<file path="config.mk">
export PLATFORM = sky130hd
export DESIGN_NAME = vmem1_scan
export DESIGN_NICKNAME = d
export VERILOG_FILES = /design/src/rtl/vmem1_scan.sv
export SDC_FILE = /design/constraint.sdc
export NUM_CORES = 1
export LEC_CHECK = 0
export ABC_AREA = 1
export CAP_MARGIN = 40
export CORE_ASPECT_RATIO = 2
export CORE_MARGIN = 4
export CORE_UTILIZATION = 45
export CTS_BUF_LIST = sky130_fd_sc_hd__clkbuf_8
export CTS_CLUSTER_SIZE = 30
export DETAILED_ROUTE_END_ITERATION = 10
export PLACE_DENSITY = 0.87
export SLEW_MARGIN = 30
export SYNTH_ARGS = -nofsm -noshare
export SYNTH_HDL_FRONTEND = slang
export SYNTH_SLANG_ARGS = --single-unit
</file>
<file path="constraint.sdc">
create_clock -name clk -period 2.6 [get_ports clk]
set_input_delay 0.65 -clock clk [delete_from_list [all_inputs] [get_ports clk]]
set_output_delay 0.65 -clock clk [all_outputs]
set_load 0.02 [all_outputs]
</file>
<file path="src/rtl/vmem1_scan.sv">
// vmem1_scan: walks a map address range, reads each entry and streams {adr,data,last} over valid/ready.
// First beat 2 cycles after start, 3 cycles/entry min; beat held while dout_ready=0. Optional csum: VMEM1_SCAN_CSUM_EN.
module vmem1_scan #(
  parameter int ADR_W  = 10,
  parameter int DATA_W = 24
) (
  input  logic              clk,
  input  logic              reset_n,
  input  logic              start,
  input  logic              abort,
  input  logic [ADR_W-1:0]  first_adr,
  input  logic [ADR_W-1:0]  last_adr,
  input  logic              cpu_busy,
  output logic [4:0]        scan_vmap,
  output logic [4:0]        scan_mapi,
  output logic              scan_rp,
  input  logic [DATA_W-1:0] vmo,
  output logic              dout_valid,
  input  logic              dout_ready,
  output logic [DATA_W-1:0] dout_data,
  output logic [ADR_W-1:0]  dout_adr,
  output logic              dout_last,
  output logic              busy,
  output logic              done
`ifdef VMEM1_SCAN_CSUM_EN
  ,
  output logic [DATA_W-1:0] csum
`endif
);

  typedef enum logic [1:0] {
    S_IDLE = 2'd0,
    S_READ = 2'd1,
    S_CAPT = 2'd2,
    S_OUT  = 2'd3
  } state_t;

  state_t              state_q, state_d;
  logic [ADR_W-1:0]    cur_adr_q, cur_adr_d;
  logic [ADR_W-1:0]    end_adr_q, end_adr_d;
  logic                dout_valid_q, dout_valid_d;
  logic [DATA_W-1:0]   dout_data_q, dout_data_d;
  logic [ADR_W-1:0]    dout_adr_q, dout_adr_d;
  logic                dout_last_q, dout_last_d;
  logic                done_q, done_d;
  logic                scan_rp_d;
`ifdef VMEM1_SCAN_CSUM_EN
  logic [DATA_W-1:0]   csum_q, csum_d;
`endif

  always_comb begin
    state_d      = state_q;
    cur_adr_d    = cur_adr_q;
    end_adr_d    = end_adr_q;
    dout_valid_d = dout_valid_q;
    dout_data_d  = dout_data_q;
    dout_adr_d   = dout_adr_q;
    dout_last_d  = dout_last_q;
    done_d       = 1'b0;
    scan_rp_d    = 1'b0;
`ifdef VMEM1_SCAN_CSUM_EN
    csum_d       = csum_q;
`endif
    // abort overrides everything, including a pending start or handshake
    if (abort) begin
      state_d      = S_IDLE;
      dout_valid_d = 1'b0;
    end else begin
      case (state_q)
        S_IDLE: begin
          if (start) begin
            cur_adr_d = first_adr;
            end_adr_d = last_adr;
            state_d   = S_READ;
`ifdef VMEM1_SCAN_CSUM_EN
            csum_d    = '0;
`endif
          end
        end
        S_READ: begin
          scan_rp_d = ~cpu_busy;
          if (!cpu_busy) state_d = S_CAPT;
        end
        S_CAPT: begin
          dout_data_d  = vmo;
          dout_adr_d   = cur_adr_q;
          dout_last_d  = (cur_adr_q == end_adr_q);
          dout_valid_d = 1'b1;
          state_d      = S_OUT;
`ifdef VMEM1_SCAN_CSUM_EN
          csum_d       = {csum_q[DATA_W-2:0], csum_q[DATA_W-1]} ^ vmo;
`endif
        end
        S_OUT: begin
          if (dout_valid_q && dout_ready) begin
            dout_valid_d = 1'b0;
            if (dout_last_q) begin
              done_d  = 1'b1;
              state_d = S_IDLE;
            end else begin
              cur_adr_d = cur_adr_q + ADR_W'(1);
              state_d   = S_READ;
            end
          end
        end
        default: state_d = S_IDLE;
      endcase
    end
  end

  always_ff @(posedge clk or negedge reset_n) begin
    if (!reset_n) begin
      state_q      <= S_IDLE;
      cur_adr_q    <= '0;
      end_adr_q    <= '0;
      dout_valid_q <= 1'b0;
      dout_data_q  <= '0;
      dout_adr_q   <= '0;
      dout_last_q  <= 1'b0;
      done_q       <= 1'b0;
`ifdef VMEM1_SCAN_CSUM_EN
      csum_q       <= '0;
`endif
    end else begin
      state_q      <= state_d;
      cur_adr_q    <= cur_adr_d;
      end_adr_q    <= end_adr_d;
      dout_valid_q <= dout_valid_d;
      dout_data_q  <= dout_data_d;
      dout_adr_q   <= dout_adr_d;
      dout_last_q  <= dout_last_d;
      done_q       <= done_d;
`ifdef VMEM1_SCAN_CSUM_EN
      csum_q       <= csum_d;
`endif
    end
  end

  assign scan_vmap  = cur_adr_q[ADR_W-1 -: 5];
  assign scan_mapi  = cur_adr_q[4:0];
  assign scan_rp    = scan_rp_d;
  assign dout_valid = dout_valid_q;
  assign dout_data  = dout_data_q;
  assign dout_adr   = dout_adr_q;
  assign dout_last  = dout_last_q;
  assign busy       = (state_q != S_IDLE);
  assign done       = done_q;
`ifdef VMEM1_SCAN_CSUM_EN
  assign csum       = csum_q;
`endif

  a_rp_yields: assert property (@(posedge clk) disable iff (!reset_n)
    scan_rp |-> !cpu_busy);
  a_hold_stall: assert property (@(posedge clk) disable iff (!reset_n)
    (dout_valid && !dout_ready && !abort) |=>
      (dout_valid && $stable(dout_data) && $stable(dout_adr) && $stable(dout_last)));
  a_done_idle: assert property (@(posedge clk) disable iff (!reset_n)
    done |-> !busy);

endmodule

</file>
==> impl_results.md <==
* Run status: finished, final reports clean
* Final hold violation count at 0
* Arrival time at the worst endpoint at 1.90 ns
* Post-cts repair resize count at 0
* Power share of the sequential group at 0.342
* Kind of launch point of the worst setup path: input pin
* Register-to-register setup slack at 0.82 ns
* Post-CTS setup repair buffer count at 0
* Die outline width at 63.9 microns
* Peak-usage layer in the global routing report: met2
* Critical path peak fanout at 2
* Buffers added on ports at 98
* Hold_buf cts at 0
* Number of setup violations in the final report at 0
* Share of flip-flops with an asynchronous set or reset at 1.00
* Critical path buffers and inverters at 3
* Worst Path Required at 1.95 ns
* H-tree depth reported by CTS at 3
* Die Area at 7650 sq um
* Avg WL per Cell at 13.7 microns
* Area of the mapped netlist at 2810 sq um
* Global routing usage summed across all routing layers at 0.190
* Number of slew-limit violations in the final report at 0
* Worst-margin pin slew at 0.523 ns
* Max-cap violation count at 0
* Via count at 2384
* Die Span Y at 120 microns
* Seq/Total Area, Yosys at 0.526
* Weighted congestion reported at the end of routability-driven placement at 0.813
* First-pass GRT wire length at 11.3 mm
* Worst slew margin relative to its limit at 0.651
* Worst Hold Class: in -> async
* Yosys Warn Count at 0
* Achievable frequency at 0.392 GHz
* Leading cell types in the layout, fill and taps excluded: sky130_fd_sc_hd__clkdlybuf4s50_1 (97), sky130_fd_sc_hd__nand2_1 (70), sky130_fd_sc_hd__dfrtp_1 (59)
* Syn nets at 347
* Final non-filler cell total at 487
* Clk_lat worst skew at 0.34 ns
* Hpwl dp at 5.05 mm
* Wire length reported by the detailed router at 6.67 mm
* Critical path, cell by cell: clkdlybuf4s50_1 > inv_2 > nand2_1 > nor2_1 > clkdlybuf4s50_1
* Most frequent standard cell in the layout excluding fill and tap cells: sky130_fd_sc_hd__clkdlybuf4s50_1
* Antenna Violating Nets Remaining at 0
* Internal Pwr Total at 3010 uW
* Met1 GRT Util at 0.217
* Post-Syn Instances at 290
* Hold Worst Slack at 0.205 ns
* Clock sink count at 59
* First DRT Iteration DRCs at 61
* Placed instance area at 3890 sq um
* Layout overhead on the synthesized area at 45.7%
* Average via count per standard cell at 4.90
* CP top delay family: buffers and inverters
* Primary flip-flop cell chosen by synthesis mapping: sky130_fd_sc_hd__dfrtp_1
* Max rail drop VDD at 846 uV
* Synth area leaders: sky130_fd_sc_hd__dfrtp_1 (53%), sky130_fd_sc_hd__mux2_2 (12%), sky130_fd_sc_hd__nand2_1 (9.4%)
* Boundary pin count at 99
* Pleak at 0.00182 uW
* Clock power frac at 0.171
* Post-synthesis register bit count at 59
* Power density cells at 1210 nW/um^2
* Met2 Track Usage GR at 0.326
* Combinational share of power at 0.488
* Biggest area consumer among synthesized cells: sky130_fd_sc_hd__dfrtp_1
* Clock-pin slew on the worst setup and hold paths at 0.07 ns
* TritonCTS clock tree: built
* Core region area at 6060 sq um
* Final std cell area, no fill at 4090 sq um
* Yosys top cell area share at 0.526
* Fraction of final layout cells sized beyond drive strength 1 at 0.161
* Number of optimization iterations in the first detailed-route pass at 4
* Final Net Count at 455
* Initial antenna violation count at 0
* Unrepaired setup endpoints after global routing: false
* Proportion of total power due to net switching at 0.393
* Starting density of the core at 0.464
* Maximum number of pins on one net before global-route repair at 47
* Critical Setup Path Class: in -> out
* Number of buffers created by CTS at 9
* Placement Rows at 40
* DRC violations left at 0
* Count of inserted antenna diode cells at 0
* Cells after DPL at 471
* Setup clock skew after layout at 0.00660 ns
* Root Buffer Master: sky130_fd_sc_hd__clkbuf_8
* Max clock buf depth at 2
* Number of synthesized flops with an enable pin at 0
* Delay of the slowest critical-path stage at 0.62 ns
* Final total negative setup slack at 0 ns
* Most frequent cell on the critical path: sky130_fd_sc_hd__clkdlybuf4s50_1
* Tmin final at 2.55 ns
* Net Switching at 1950 uW
* Number of distinct standard cells referenced by the synthesized netlist at 23
* GRT met3 Usage at 0.0393
* Average instance area after synthesis at 9.69 sq um
* Number of fillers in the final layout at 468
* Via count of the first global-routing pass at 2432
* Congestion Overflow GR at 0
* Sort of element at the end of the critical path: output port
* Period Utilization, post-route at 0.981
* Cell type of the slowest stage on the worst timing path: sky130_fd_sc_hd__clkdlybuf4s50_1
[kinds of logic (layout without fill, tap and decap cells)]
logic type,count (synthesis),after routing,share of synthesized area
AO/OA/AOI/OAI,33,33,0.0615
XOR/XNOR,5,5,0.0156
adder cells (fa/ha/maj),7,7,0.0312
buffers and inverters,33,146,0.0521
flip-flops,59,59,0.526
multiplexers,32,32,0.128
AND/OR/NAND/NOR,121,121,0.186
[through the flow]
step / setup WS (ns) / utilization / power (uW)
2_1_floorplan: 0.862 / - / 3080
3_3_place_gp: 0.0756 / 0.642 / 4060
3_5_place_dp: 0.0623 / 0.642 / 4140
4_1_cts: 0.0461 / 0.676 / 5010
5_1_grt: 0.00634 / 0.676 / 5320
6_report: 0.0506 / 0.676 / 4960
[path summary, 6_finish.rpt]
| kind | endpoint | from | cells past startpoint |
|---|---|---|---|
| max | scan_rp | abort | 5 |
| min | dout_data[10] | reset_n | 1 |
| max reg2reg | dout_last | state_q[0] | 8 |
| min reg2reg | dout_adr[2] | dout_adr[2] | 2 |
| max in group asynchronous | dout_data[8] | reset_n | 2 |
| min in group clk | dout_adr[2] | dout_adr[2] | 2 |
[power groups by stage]
stage                     Combinational [uW]  Clock, uW  Sequential, uW
after floorplan                         1010          0            2070
after global placement                  2380          0            1680
after detailed placement                2430          0            1710
after CTS                               2450        859            1700
after global routing                    2650        909            1770
final                                   2420        846            1690
[area by class of cell]
| type | count | area (sq um) | area share |
|---|---|---|---|
| clock inverters | 6 | 65.1 | 0.0159 |
| flip-flops and latches | 59 | 1480 | 0.361 |
| clock buffers | 10 | 138 | 0.0336 |
| well taps | 84 | 105 | 0.0257 |
| repair buffers | 105 | 1030 | 0.251 |
| inverters | 25 | 93.8 | 0.0229 |
| multi-input cells | 198 | 1190 | 0.290 |
[per-layer routing]
layer / share of wire / up-vias
met3: 0.043 / 16
met1: 0.39 / 1133
li1: - / 1155
met4: 0.027 / 0
met2: 0.54 / 80
met5: 0 / -
[registers in the layout, summed over array words and instances, names as in the netlist]
signal / count
dout_data: 24
cur_adr_q: 10
dout_adr: 10
end_adr_q: 10
state_q: 2
done: 1
dout_last: 1
dout_valid: 1
[Yosys cell counts, types with 2 or more instances]
| master | number |
|---|---|
| sky130_fd_sc_hd__o21ai_0 | 24 |
| sky130_fd_sc_hd__ha_1 | 7 |
| sky130_fd_sc_hd__nor2_1 | 19 |
| sky130_fd_sc_hd__buf_4 | 3 |
| sky130_fd_sc_hd__nor2_4 | 2 |
| sky130_fd_sc_hd__o211ai_1 | 3 |
| sky130_fd_sc_hd__buf_2 | 3 |
| sky130_fd_sc_hd__xnor2_1 | 5 |
| sky130_fd_sc_hd__nor2_2 | 3 |
| sky130_fd_sc_hd__or2_2 | 3 |
| sky130_fd_sc_hd__nand2_1 | 70 |
| sky130_fd_sc_hd__inv_1 | 23 |
| sky130_fd_sc_hd__nand3_1 | 21 |
| sky130_fd_sc_hd__dfrtp_1 | 59 |
| sky130_fd_sc_hd__mux2_2 | 30 |
| sky130_fd_sc_hd__a21oi_1 | 6 |
| sky130_fd_sc_hd__mux2_1 | 2 |
| sky130_fd_sc_hd__inv_2 | 2 |
(Power assumes the default switching activity.)
